### src/rtl/scan_result_pkg.sv
// Shared constants, FSM encoding and output word payload for the scan_result block.
package scan_result_pkg;

  localparam int unsigned NUM_CH = 6;
  localparam int unsigned CH_W   = 3;
  localparam int unsigned DATA_W = 32;

  typedef enum logic [1:0] {
    ST_IDLE = 2'd0,
    ST_SEND = 2'd1,
    ST_DONE = 2'd2
  } state_t;

  typedef struct packed {
    logic [CH_W-1:0]   sel;
    logic [DATA_W-1:0] data;
  } word_t;

endpackage

### src/rtl/scan_result_next_ch_pick.sv
// Combinational picker: lowest set mask bit strictly above cur_idx, or the lowest
// set bit overall when from_bottom is set; none_left_c flags that nothing qualifies.
module next_ch_pick
  import scan_result_pkg::*;
(
  input  logic [NUM_CH-1:0] mask,
  input  logic [CH_W-1:0]   cur_idx,
  input  logic              from_bottom,
  output logic [CH_W-1:0]   nxt_idx_c,
  output logic              none_left_c
);

  always_comb begin
    nxt_idx_c   = '0;
    none_left_c = 1'b1;
    for (int i = 0; i < int'(NUM_CH); i++) begin
      if (none_left_c && mask[i] && (from_bottom || (CH_W'(i) > cur_idx))) begin
        nxt_idx_c   = CH_W'(i);
        none_left_c = 1'b0;
      end
    end
  end

endmodule

### src/rtl/scan_result.sv
// Snapshots NUM_CH source words and streams the masked channels out in ascending
// order under a valid/ready handshake, then pulses done.
module scan_result #(
  parameter int unsigned NUM_CH = 6
) (
  input  logic                               clk_sys,
  input  logic                               rst_sys_n,
  input  logic                               start,
  input  logic [NUM_CH-1:0]                  chan_mask,
  input  logic [scan_result_pkg::DATA_W-1:0] src0,
  input  logic [scan_result_pkg::DATA_W-1:0] src1,
  input  logic [scan_result_pkg::DATA_W-1:0] src2,
  input  logic [scan_result_pkg::DATA_W-1:0] src3,
  input  logic [scan_result_pkg::DATA_W-1:0] src4,
  input  logic [scan_result_pkg::DATA_W-1:0] src5,
  input  logic                               out_rdy,
  output logic                               data_en,
  output logic [scan_result_pkg::CH_W-1:0]   data_sel,
  output logic [scan_result_pkg::DATA_W-1:0] data_out,
  output logic                               busy,
  output logic                               done,
  output logic                               err_start
);

  import scan_result_pkg::*;

  logic [DATA_W-1:0] src_arr     [NUM_CH];
  logic [DATA_W-1:0] snap_data_q [NUM_CH];
  logic [NUM_CH-1:0] snap_mask_q;
  logic              snap_load;

  state_t state_q, state_d;
  word_t  word_q, word_d;
  logic   data_en_q, data_en_d;
  logic   busy_q, busy_d;
  logic   done_q, done_d;
  logic   err_q, err_d;

  logic [NUM_CH-1:0] pick_mask;
  logic [CH_W-1:0]   pick_idx;
  logic              pick_none;

  assign src_arr[0] = src0;
  assign src_arr[1] = src1;
  assign src_arr[2] = src2;
  assign src_arr[3] = src3;
  assign src_arr[4] = src4;
  assign src_arr[5] = src5;

  // In IDLE the first channel comes from the live mask, since the snapshot loads on the same edge.
  assign pick_mask = (state_q == ST_IDLE) ? chan_mask : snap_mask_q;

  next_ch_pick u_pick (
    .mask        (pick_mask),
    .cur_idx     (word_q.sel),
    .from_bottom (state_q == ST_IDLE),
    .nxt_idx_c   (pick_idx),
    .none_left_c (pick_none)
  );

  always_comb begin
    state_d   = state_q;
    word_d    = word_q;
    data_en_d = data_en_q;
    busy_d    = busy_q;
    done_d    = 1'b0;
    err_d     = 1'b0;
    snap_load = 1'b0;
    case (state_q)
      ST_IDLE: begin
        if (start) begin
          snap_load = 1'b1;
          if (pick_none) begin
            state_d = ST_DONE;
            done_d  = 1'b1;
          end else begin
            state_d     = ST_SEND;
            busy_d      = 1'b1;
            data_en_d   = 1'b1;
            word_d.sel  = pick_idx;
            word_d.data = src_arr[pick_idx];
          end
        end
      end
      ST_SEND: begin
        err_d = start;
        if (out_rdy) begin
          if (pick_none) begin
            state_d   = ST_DONE;
            data_en_d = 1'b0;
            busy_d    = 1'b0;
            done_d    = 1'b1;
            word_d    = '0;
          end else begin
            word_d.sel  = pick_idx;
            word_d.data = snap_data_q[pick_idx];
          end
        end
      end
      ST_DONE: begin
        err_d   = start;
        state_d = ST_IDLE;
      end
      default: begin
        state_d   = ST_IDLE;
        word_d    = '0;
        data_en_d = 1'b0;
        busy_d    = 1'b0;
      end
    endcase
  end

  always_ff @(posedge clk_sys or negedge rst_sys_n) begin
    if (!rst_sys_n) begin
      state_q   <= ST_IDLE;
      word_q    <= '0;
      data_en_q <= 1'b0;
      busy_q    <= 1'b0;
      done_q    <= 1'b0;
      err_q     <= 1'b0;
    end else begin
      state_q   <= state_d;
      word_q    <= word_d;
      data_en_q <= data_en_d;
      busy_q    <= busy_d;
      done_q    <= done_d;
      err_q     <= err_d;
    end
  end

  // Snapshot registers hold the scan's view of sources and mask until the next accepted start.
  always_ff @(posedge clk_sys or negedge rst_sys_n) begin
    if (!rst_sys_n) begin
      snap_mask_q <= '0;
      for (int i = 0; i < int'(NUM_CH); i++) snap_data_q[i] <= '0;
    end else if (snap_load) begin
      snap_mask_q <= chan_mask;
      for (int i = 0; i < int'(NUM_CH); i++) snap_data_q[i] <= src_arr[i];
    end
  end

  assign data_en   = data_en_q;
  assign data_sel  = word_q.sel;
  assign data_out  = word_q.data;
  assign busy      = busy_q;
  assign done      = done_q;
  assign err_start = err_q;

endmodule
### config.mk
export PLATFORM = sky130hd
export DESIGN_NAME = scan_result
export DESIGN_NICKNAME = d
export VERILOG_FILES = /design/src/rtl/scan_result_pkg.sv /design/src/rtl/scan_result_next_ch_pick.sv /design/src/rtl/scan_result.sv
export SDC_FILE = /design/constraint.sdc
export NUM_CORES = 1
export LEC_CHECK = 0
export ABC_CLOCK_PERIOD_IN_PS = 2990
export CORE_MARGIN = 2
export CORE_UTILIZATION = 53
export CTS_CLUSTER_DIAMETER = 50
export DETAILED_ROUTE_END_ITERATION = 8
export PLACE_DENSITY = 0.78
export SYNTH_ARGS = -nofsm -noshare
export SYNTH_HDL_FRONTEND = slang
export SYNTH_SLANG_ARGS = --single-unit
### constraint.sdc
create_clock -name clk_sys -period 2.99 [get_ports clk_sys]
set_input_delay 0.4485 -clock clk_sys [delete_from_list [all_inputs] [get_ports clk_sys]]
set_output_delay 0.4485 -clock clk_sys [all_outputs]
set_load 0.02 [all_outputs]
# After elaboration in Yosys (flattened, before gate mapping)

Cells that the tools add are included.

Memory bits (read-only): 0
Output and inout port bits: 39
Latch bits: 0
Bits in writable memories: 0
Memories: 0
Word-level logic and storage cells: 90
Input port bits: 202
Flip-flop bits (word level): 238

Reduce and logical (&&, ||, !) cells: 22
Shift-type cells: 0
Bitwise operators: 2
Div/mod/pow operators: 0
Add/sub/neg operators: 0
Magnitude comparators: 7
$mul: 0
Equality and inequality tests: 6
Mux-type cells: 40

Operators with widths:

| cell                 | number |
|---|---|
| $bmux W32 S3         | 2 |
| $mux W35             | 4 |
| $mux W32             | 4 |
| $pmux W35 S3         | 1 |
| $mux W1              | 17 |
| $mux W2              | 6 |
| $logic_and A1 B1 Y1  | 11 |
| $ne A2 B2 Y1 const B | 4 |
| $gt A1 B3 Y1 const A | 2 |
| $gt A2 B3 Y1 const A | 2 |
| $gt A3 B3 Y1 const A | 2 |
| $logic_or A1 B1 Y1   | 6 |
| $mux W3              | 2 |
| $mux W6              | 1 |
| $reduce_and A5 Y1    | 1 |
| $ge A4 B4 Y1 const B | 1 |
| $not A3 Y4           | 1 |
| $pmux W2 S2          | 1 |
| $reduce_and A4 Y1    | 1 |
| $pmux W1 S3          | 1 |
| $reduce_and A3 Y1    | 1 |
| $eq A2 B1 Y1 const B | 1 |
| $eq A2 B2 Y1 const B | 1 |
| $logic_not A2 Y1     | 1 |
| other kinds (3)      | 3 |

# Longest topological paths before layout

Gate-level depths: netlist of run 1.

Depth in word-level cells: 26
Mapped depth: 12

# Modules after synthesis

A second synthesis of run 1 with hierarchy kept.

Cell total of the unflattened synthesis: 902
Area total of the unflattened synthesis: 12243.0 um2

Modules (own cells, without submodules):

| module       | seq. area each (um2) | instances | area an instance (um2) | cells an instance |
|---|---|---|---|---|
| scan_result  | 5955.7               | 1         | 12104.1                | 878 |
| next_ch_pick | 0.0                  | 1         | 138.9                  | 24 |

# Worst setup path after synthesis of run 1

No wires, ideal clock.

Path kind: reg2reg
Start: reg state_q[0]
End: reg word_q (netlist bit data_out[20])
Path slack: 438 ps
Cell stages (with the launch flop): 12
Library setup time: 124 ps
Clock period less this slack: 2552 ps
Data required time: 2866 ps
Arrival: 2428 ps
Buffers on the path: 2
Path through: dfrtp_1 > inv_1 > ha_1 > nor2_1 > a32oi_2 > a21boi_1 > o21ai_1 > buf_2 > buf_2 > a221oi_1 > nor4b_1 > a211o_1

Longest elaborated chain between the ends: 26

Ends and longest elaborated chain:

| item                                                 | RTL line                                                | source |
|---|---|---|
| from (decl)                                          | scan_result.sv:32                                       | `state_t state_q, state_d;` |
| from (signal assigned)                               | scan_result.sv:122                                      | `state_q <= state_d;` |
| $logic_not A2 Y1                                     | scan_result.sv:51, scan_result.sv:56, scan_result.sv:69 |  |
| $mux W6 / $logic_or A1 B1 Y1 (equally long branches) | scan_result.sv:51, scan_result_next_ch_pick.sv:17       |  |
| $logic_and A1 B1 Y1                                  | scan_result_next_ch_pick.sv:17                          | `if (none_left_c && mask[i] && (from_bottom \|\| (CH_W'(i) > cur_idx))) begin` |
| $mux W1                                              | scan_result_next_ch_pick.sv:17                          |  |
| $logic_and A1 B1 Y1 (2 in series)                    | scan_result_next_ch_pick.sv:17                          |  |
| $mux W1                                              | scan_result_next_ch_pick.sv:17                          |  |
| $logic_and A1 B1 Y1 (2 in series)                    | scan_result_next_ch_pick.sv:17                          |  |
| $mux W1                                              | scan_result_next_ch_pick.sv:17                          |  |
| (+6 left out)                                        | -                                                       |  |
| $logic_and A1 B1 Y1 (2 in series)                    | scan_result_next_ch_pick.sv:17                          |  |
| $mux W3                                              | scan_result_next_ch_pick.sv:17                          |  |
| $not A3 Y4 (not written as such)                     | scan_result.sv:81, scan_result.sv:96                    |  |
| $bmux W32 S3, on equally long branches               | scan_result.sv:96, scan_result.sv:81                    |  |
| $mux W32, on equally long branches (2 in series)     | scan_result.sv:96, scan_result.sv:81                    |  |
| $mux W35, on equally long branches                   | scan_result.sv:88, scan_result.sv:73                    |  |
| $mux W35, on equally long branches                   | scan_result.sv:87, scan_result.sv:71                    |  |
| $pmux W35 S3                                         | scan_result.sv:69                                       | `case (state_q)` |
| to (signal assigned)                                 | scan_result.sv:123                                      | `word_q <= word_d;` |
| to (decl)                                            | scan_result.sv:33                                       | `word_t word_q, word_d;` |

Parallel ways exist; a longest one is shown, timed or not. The select of a mux whose other input is x is not followed.
A chain may end at the register's enable or synchronous reset.

# Worst setup path in the final report of run 1

Start: reg state_q[0]
End: reg word_q (netlist bit data_out[8])

The elaborated chain is that of the path after synthesis.

==> flow_metrics.env, run 1 <==
export IMPL_status="completed"
export IMPL_gp_congestion=0.837
export IMPL_grt_max_degree=142
export IMPL_reg2reg_depth=10
export IMPL_start_util_pct=54.4
export IMPL_power_density_nw_per_um2=1320
export IMPL_maxCapViolCount=0
export IMPL_fin_setup_tns_ps=0
export IMPL_syn_nets=1363
export IMPL_start_kind="register"
export IMPL_antenna_found_initial=2
export IMPL_worst_pin_slew_ps=830
export IMPL_crit_type="register to register"
export IMPL_min_from="snap_data_q[19]"
export IMPL_slowest_delay_ps=480
export IMPL_drc=0
export IMPL_rows=55
export IMPL_grt_remaining_overflow=0
export IMPL_tritoncts="yes"
export IMPL_syn2layout_area_growth_pct=33.3
export IMPL_numPortBuffers=240
export IMPL_regToRegSetupSlack_ps=200
export IMPL_crit_fanout=66
export IMPL_setup_viol=0
export IMPL_drv_slew=0
export IMPL_fp_coreArea_um2=22800
export IMPL_drive_above_1_share_pct=21.6
export IMPL_synthDistinctLibCells=44
export IMPL_post_route_period_util_pct=93.2
export IMPL_synth_avg_cell_area_um2=10.7
export IMPL_yosys_register_bits=237
export IMPL_grt_use_total_pct=28.3
export IMPL_detail_route_iter0_violations=751
export IMPL_layout_nets=1582
export IMPL_relSlewSlack_pct=44.7
export IMPL_clk_insertion_delay_late_ps=540
export IMPL_reg2reg_to="data_out[8]"
export IMPL_dr_pass1_iters=5
export IMPL_crit_chain="inv_1 > ha_2 > nor2b_1 > a22oi_1 > o21ai_4 > a21oi_4 > buf_12 > a21oi_1 > a221oi_1 > a211o_1"
export IMPL_clk_pin_slew_ps=60
export IMPL_rsz0062_at_grt="no"
export IMPL_synth_edff_count=0
export IMPL_grt_pass1_wl_mm=55.2
export IMPL_total_power_w=0.0218
export IMPL_yosysWarnings=0
export IMPL_cp_end_kind="register"
export IMPL_stdcell_area_um2=16500
export IMPL_die_area_um2=24600
export IMPL_placed_area_um2=15400
export IMPL_ios=241
export IMPL_cts_setup_buffers=0
export IMPL_multiInputGateArea_um2=6150
export IMPL_hold_viol=0
export IMPL_ctsRootBufferMaster="clkbuf_16"
export IMPL_min_path_type="register to register"
export IMPL_seq_area_um2=5930
export IMPL_wire_per_inst_um=20.6
export IMPL_cts_sinks=237
export IMPL_ys_flop_type="dfrtp_1"
export IMPL_peakVddDrop_v=0.00102
export IMPL_worstPathArrival_ps=3260
export IMPL_syn_inst=1158
export IMPL_crit_slowest_cell="a22oi_1"
export IMPL_n_fill_cell=1641
export IMPL_grt_pass1_vias=10600
export IMPL_fin_skew_ps=14.2
export IMPL_wl_mm=35.3
export IMPL_reg2reg_from="state_q[0]"
export IMPL_dpl_hpwl_mm=22.7
export IMPL_clockBufferDepth=3
export IMPL_hold_depth=1
export IMPL_ctsHtreeMaxLevel=1
export IMPL_vias_per_cell=6.10
export IMPL_leakage_nw=7.07
export IMPL_worstPathRequired_ps=3470
export IMPL_fin_crit_ps=2790
export IMPL_cts_buffers=30
export IMPL_fp_dieH_um=157
export IMPL_hold_end="snap_data_q[19]"
export IMPL_ant_nets=0
export IMPL_fmax_mhz=359
export IMPL_synthArstFlopShare_pct=100
export IMPL_ys_seq_area_share_pct=47.9
export IMPL_die_w_um=157
export IMPL_vias=10500
export IMPL_netlist_area_um2=12400
-- critical path, delay by kind of cell (launching register included) --
family	cells	cell delay (ps)
adders and majority gates	1	290
DFF	1	400
AOI/OAI and AO/OA	6	1490
buffers and inverters	2	440
and+or+nand+nor	1	90
-- layout by cell type, fill, tap and decap left out, types with 3 or more instances in the layout --
cell and instances:
a221oi_1 63, nor3_1 3, clkdlybuf4s50_1 239, clkinv_2 5, diode_2 3, nand3_1 4
dfrtp_1 237, o21a_1 33, nand2_1 172, clkinvlp_4 3, bufinv_16 5, clkbuf_16 31
mux2i_1 62, buf_12 17, a22oi_1 4, mux2_2 197, o21ai_0 72, o21ai_4 3
a211o_1 32, buf_4 22, clkbuf_1 3, clkbuf_8 4, and2_1 34, a21oi_1 98
inv_1 5, nor2_1 7
-- power breakdown --
group	total [W]	leakage (nW)	internal (W)	switching [W]
Combinational	0.0122	3.73	0.00561	0.00664
Clock	0.00383	0.522	0.00242	0.00141
Sequential	0.00573	2.81	0.00487	0.000862
Total	0.0218	7.07	0.0129	0.00891
-- metrics by stage --
step	util (%)	hold WS [ps]	cells	setup slack (ps)
4_1_cts	72.4	500	1713	155
6_report	72.5	501	1716	203
2_1_floorplan	-	153	1158	438
5_1_grt	72.5	510	1715	46.4
3_3_place_gp	67.7	482	1657	211
3_5_place_dp	67.7	486	1657	187
-- worst max path at each step --
stage	start	end	slack [ps]	depth (start not counted)
3_5_place_dp	state_q[0]	data_out[25]	190	10
3_3_place_gp	chan_mask[0]	data_out[4]	210	9
4_1_cts	state_q[0]	data_out[25]	160	10
5_1_grt	state_q[0]	data_out[25]	50	10
2_1_floorplan	state_q[0]	data_out[20]	440	11
6_report	state_q[0]	data_out[8]	200	10
-- cells in the mapped netlist, types with 2 or more instances --
master / instances / share of area (%)
and3_1: 2 / 0.10
a211oi_1: 3 / 0.18
a21oi_1: 98 / 4.0
a211o_1: 32 / 2.3
o21ai_1: 4 / 0.16
mux2i_1: 62 / 5.0
nor2_1: 7 / 0.21
nand2_1: 173 / 5.2
a221oi_1: 63 / 4.5
a221o_1: 2 / 0.16
a22oi_1: 4 / 0.24
nand4_1: 2 / 0.10
buf_1: 7 / 0.21
o21a_1: 33 / 2.0
nand2b_1: 2 / 0.10
o21ai_0: 72 / 2.9
nand3_1: 4 / 0.16
o211a_1: 2 / 0.16
clkbuf_1: 67 / 2.0
ha_1: 3 / 0.30
nor2b_1: 2 / 0.10
inv_1: 5 / 0.15
nor3_1: 3 / 0.12
dfrtp_1: 237 / 48
mux2_2: 197 / 18
a22o_1: 2 / 0.14
and2_1: 35 / 1.8
buf_2: 19 / 0.77
-- kinds of logic (layout without fill, tap and decap cells) --
logic type      after synthesis  in the layout  share of synthesized area (%)
compound gates              328            328                           17.6
fa+ha+maj                     3              3                          0.303
buf+inv                      99            341                           3.22
flops                       237            237                           47.9
mux                         259            259                           22.9
other cells                   0              3                              0
simple gates                232            232                           8.06
-- per-layer routing --
metal,wire length (um),global-route usage [%]
met1,14300,36.9
met2,16900,46.2
met3,3040,6.34
met4,1100,10.7
met5,0,0
-- area by class of cell --
class | instances | area share (%)
Antenna cell | 3 | 0.0455
Tap cell | 313 | 2.37
Inverter | 5 | 0.114
Timing Repair Buffer | 281 | 17.8
Multi-Input combinational cell | 822 | 37.3
Sequential cell | 237 | 35.9
Clock buffer | 38 | 5.10
Clock inverter | 17 | 1.41
-- state kept, by name (all words and copies together), names as in the netlist --
name	count
snap_data_q	192
data_out	32
snap_mask_q	5
data_sel	3
state_q	2
busy	1
done	1
err_start	1
-- what timing repair did --
action                                  4_1_cts  5_1_grt
resized for setup                             0        2
endpoints found under the setup margin        0       18
hold buffers                                  1        0
hold endpoints to repair                     86        0
Power figures use the tool's default switching activity.
==> run 2, diff against run 1 <==
CTS_CLUSTER_DIAMETER = 200   (was 50)
HOLD_SLACK_MARGIN = 0.15   (was default)
==> run 2 against run 1 <==
Fmax up 0.42%. Design area is 1.3% lower. Die area unchanged. Setup slack better by 12 ps. Routed wire length decreased by 0.71%. Via count fell by 1.5%. Total power decreased by 2.9%. Non-clock buffer count is the same. Sequential cell count is the same. Critical path type unchanged. Utilization fell by 0.93 points. Sequential share of layout area up 0.47 points. Clock power shrank 15%.
==> flow_metrics.env, run 2 (synthesis gave the netlist of run 1 again) <==
export IMPL_drive_above_1_share_pct=20.9
export IMPL_min_path_type="register to register"
export IMPL_dpl_hpwl_mm=22.7
export IMPL_ios=241
export IMPL_setup_viol=0
export IMPL_antenna_found_initial=2
export IMPL_crit_path_frequent_cell="buf_12"
export IMPL_reg2reg_from="state_q[0]"
export IMPL_ctsHtreeMaxLevel=1
export IMPL_status="completed"
export IMPL_fin_setup_tns_ps=0
export IMPL_die_w_um=157
export IMPL_grt_remaining_overflow=0
export IMPL_gp_congestion=0.837
export IMPL_crit_slowest_cell="dfrtp_1"
export IMPL_start_util_pct=54.4
export IMPL_power_density_nw_per_um2=1300
export IMPL_min_from="snap_data_q[24]"
export IMPL_worst_pin_slew_ps=809
export IMPL_setup_ws_ps=215
export IMPL_die_area_um2=24600
export IMPL_wl_mm=35.1
export IMPL_relSlewSlack_pct=46.1
export IMPL_cts_buffers=27
export IMPL_largest_reg_flops=192
export IMPL_grt_pass1_vias=10400
export IMPL_maxCapViolCount=0
export IMPL_fin_skew_ps=6.38
export IMPL_fmax_mhz=360
export IMPL_path_buf_inv=3
export IMPL_clk_pin_slew_ps=60
export IMPL_layout_cells_most_common_list="clkdlybuf4s50_1, dfrtp_1, mux2_2"
export IMPL_peakVddDrop_v=0.00116
export IMPL_drc=0
export IMPL_ctsRootBufferMaster="clkbuf_16"
export IMPL_cts_setup_buffers=0
export IMPL_grt_use_total_pct=28.1
export IMPL_drv_slew=0
export IMPL_worstPathArrival_ps=3200
export IMPL_layout_nets=1579
export IMPL_hold_depth=1
export IMPL_total_power_w=0.0212
export IMPL_post_route_period_util_pct=92.8
export IMPL_ant_nets=0
export IMPL_crit_type="register to register"
export IMPL_crit_chain="inv_1 > ha_2 > nor2_1 > a22oi_1 > a21boi_1 > o21ai_4 > buf_12 > buf_12 > mux2i_1 > a221oi_1 > a211o_1"
export IMPL_worstPathRequired_ps=3420
export IMPL_placed_area_um2=15400
export IMPL_path_depth=11
export IMPL_fp_dieH_um=157
export IMPL_wire_per_inst_um=20.6
export IMPL_crit_fanout=28
export IMPL_fp_coreArea_um2=22800
export IMPL_leakage_nw=6.97
export IMPL_cpLargestDelayFamily="compound AO/OA/AOI/OAI gates"
export IMPL_tritoncts="yes"
export IMPL_start_kind="register"
export IMPL_holdWs_ps=500
export IMPL_reg2reg_depth=11
export IMPL_fin_crit_ps=2770
export IMPL_cts_sinks=237
export IMPL_detail_route_iter0_violations=680
export IMPL_largest_register="snap_data_q"
export IMPL_hold_viol=0
export IMPL_numPortBuffers=240
export IMPL_cp_end_kind="register"
export IMPL_worstSetupStartpoint="state_q[0]"
export IMPL_layout_commonest_cell="clkdlybuf4s50_1"
export IMPL_stdcell_area_um2=16300
export IMPL_rsz0062_at_grt="no"
export IMPL_dr_pass1_iters=5
export IMPL_rows=55
export IMPL_clk_insertion_delay_late_ps=540
export IMPL_clockBufferDepth=3
export IMPL_vias=10300
export IMPL_vias_per_cell=6.04
export IMPL_syn2layout_area_growth_pct=31.6
export IMPL_grt_pass1_wl_mm=54.7
export IMPL_dp_slack_ps=187
export IMPL_slowest_delay_ps=400
export IMPL_grt_max_degree=142
-- run 2: cell types whose count changed in the layout (fill, tap and decap cells not counted) --
cell / change
clkbuf_16: -4
bufinv_16: -3
clkinvlp_4: -3
clkbuf_1: +2
clkinv_4: -2
clkbuf_8: +1
inv_6: -1
nor3_2: -1
nor3_4: +1
-- run 2: layout make-up --
type | instances | area, um^2
clock buffer | 37 | 763
clock inverter | 8 | 93.8
multi-input combinational | 822 | 6160
inverter | 5 | 18.8
timing repair buffer | 281 | 2930
fill | 1682 | 6480
tap | 313 | 392
antenna | 3 | 7.51
sequential | 237 | 5930
-- run 2: metrics by stage --
step | instances | util [%]
after global placement | 1657 | 67.7
after floorplan | 1158 | -
after detailed placement | 1657 | 67.7
after global routing | 1705 | 71.5
final | 1706 | 71.6
after CTS | 1703 | 71.5
-- run 2: report_power, final --
| part | switching, W | internal, W | leakage [nW] | total, W |
|---|---|---|---|---|
| combinational | 0.00659 | 0.00561 | 3.73 | 0.0122 |
| clock | 0.00131 | 0.00194 | 0.427 | 0.00325 |
| sequential | 0.000866 | 0.00487 | 2.81 | 0.00574 |
| total | 0.00877 | 0.0124 | 6.97 | 0.0212 |
-- run 2: final timing paths --
check                      slack (ps)                to
min in group asynchronous         520              busy
hold reg to reg                   500   snap_data_q[24]
setup / recovery                  220       data_out[7]
setup reg to reg                  220       data_out[7]
max in group asynchronous        1680  snap_data_q[127]
hold / removal                    500   snap_data_q[24]
-- run 2: what timing repair did --
action | 4_1_cts | 5_1_grt
gates resized for setup | 0 | 3
hold buffers | 1 | 0
endpoints found under the setup margin | 0 | 14
endpoints found under the hold margin | 86 | 0
-- run 2: layer usage --
| metal | vias up | track usage [%] | routed length [um] |
|---|---|---|---|
| li1 | 4669 | - | - |
| met1 | 5152 | 37.4 | 14600 |
| met2 | 416 | 45.3 | 16700 |
| met3 | 75 | 5.59 | 2640 |
| met4 | 0 | 11.0 | 1140 |
| met5 | - | 0 | 0 |
==> run 3, diff against run 2 <==
SLEW_MARGIN = 20   (was default)
==> results of run 3 <==
The final DEF is identical to that of run 2; final timing and power are the same.
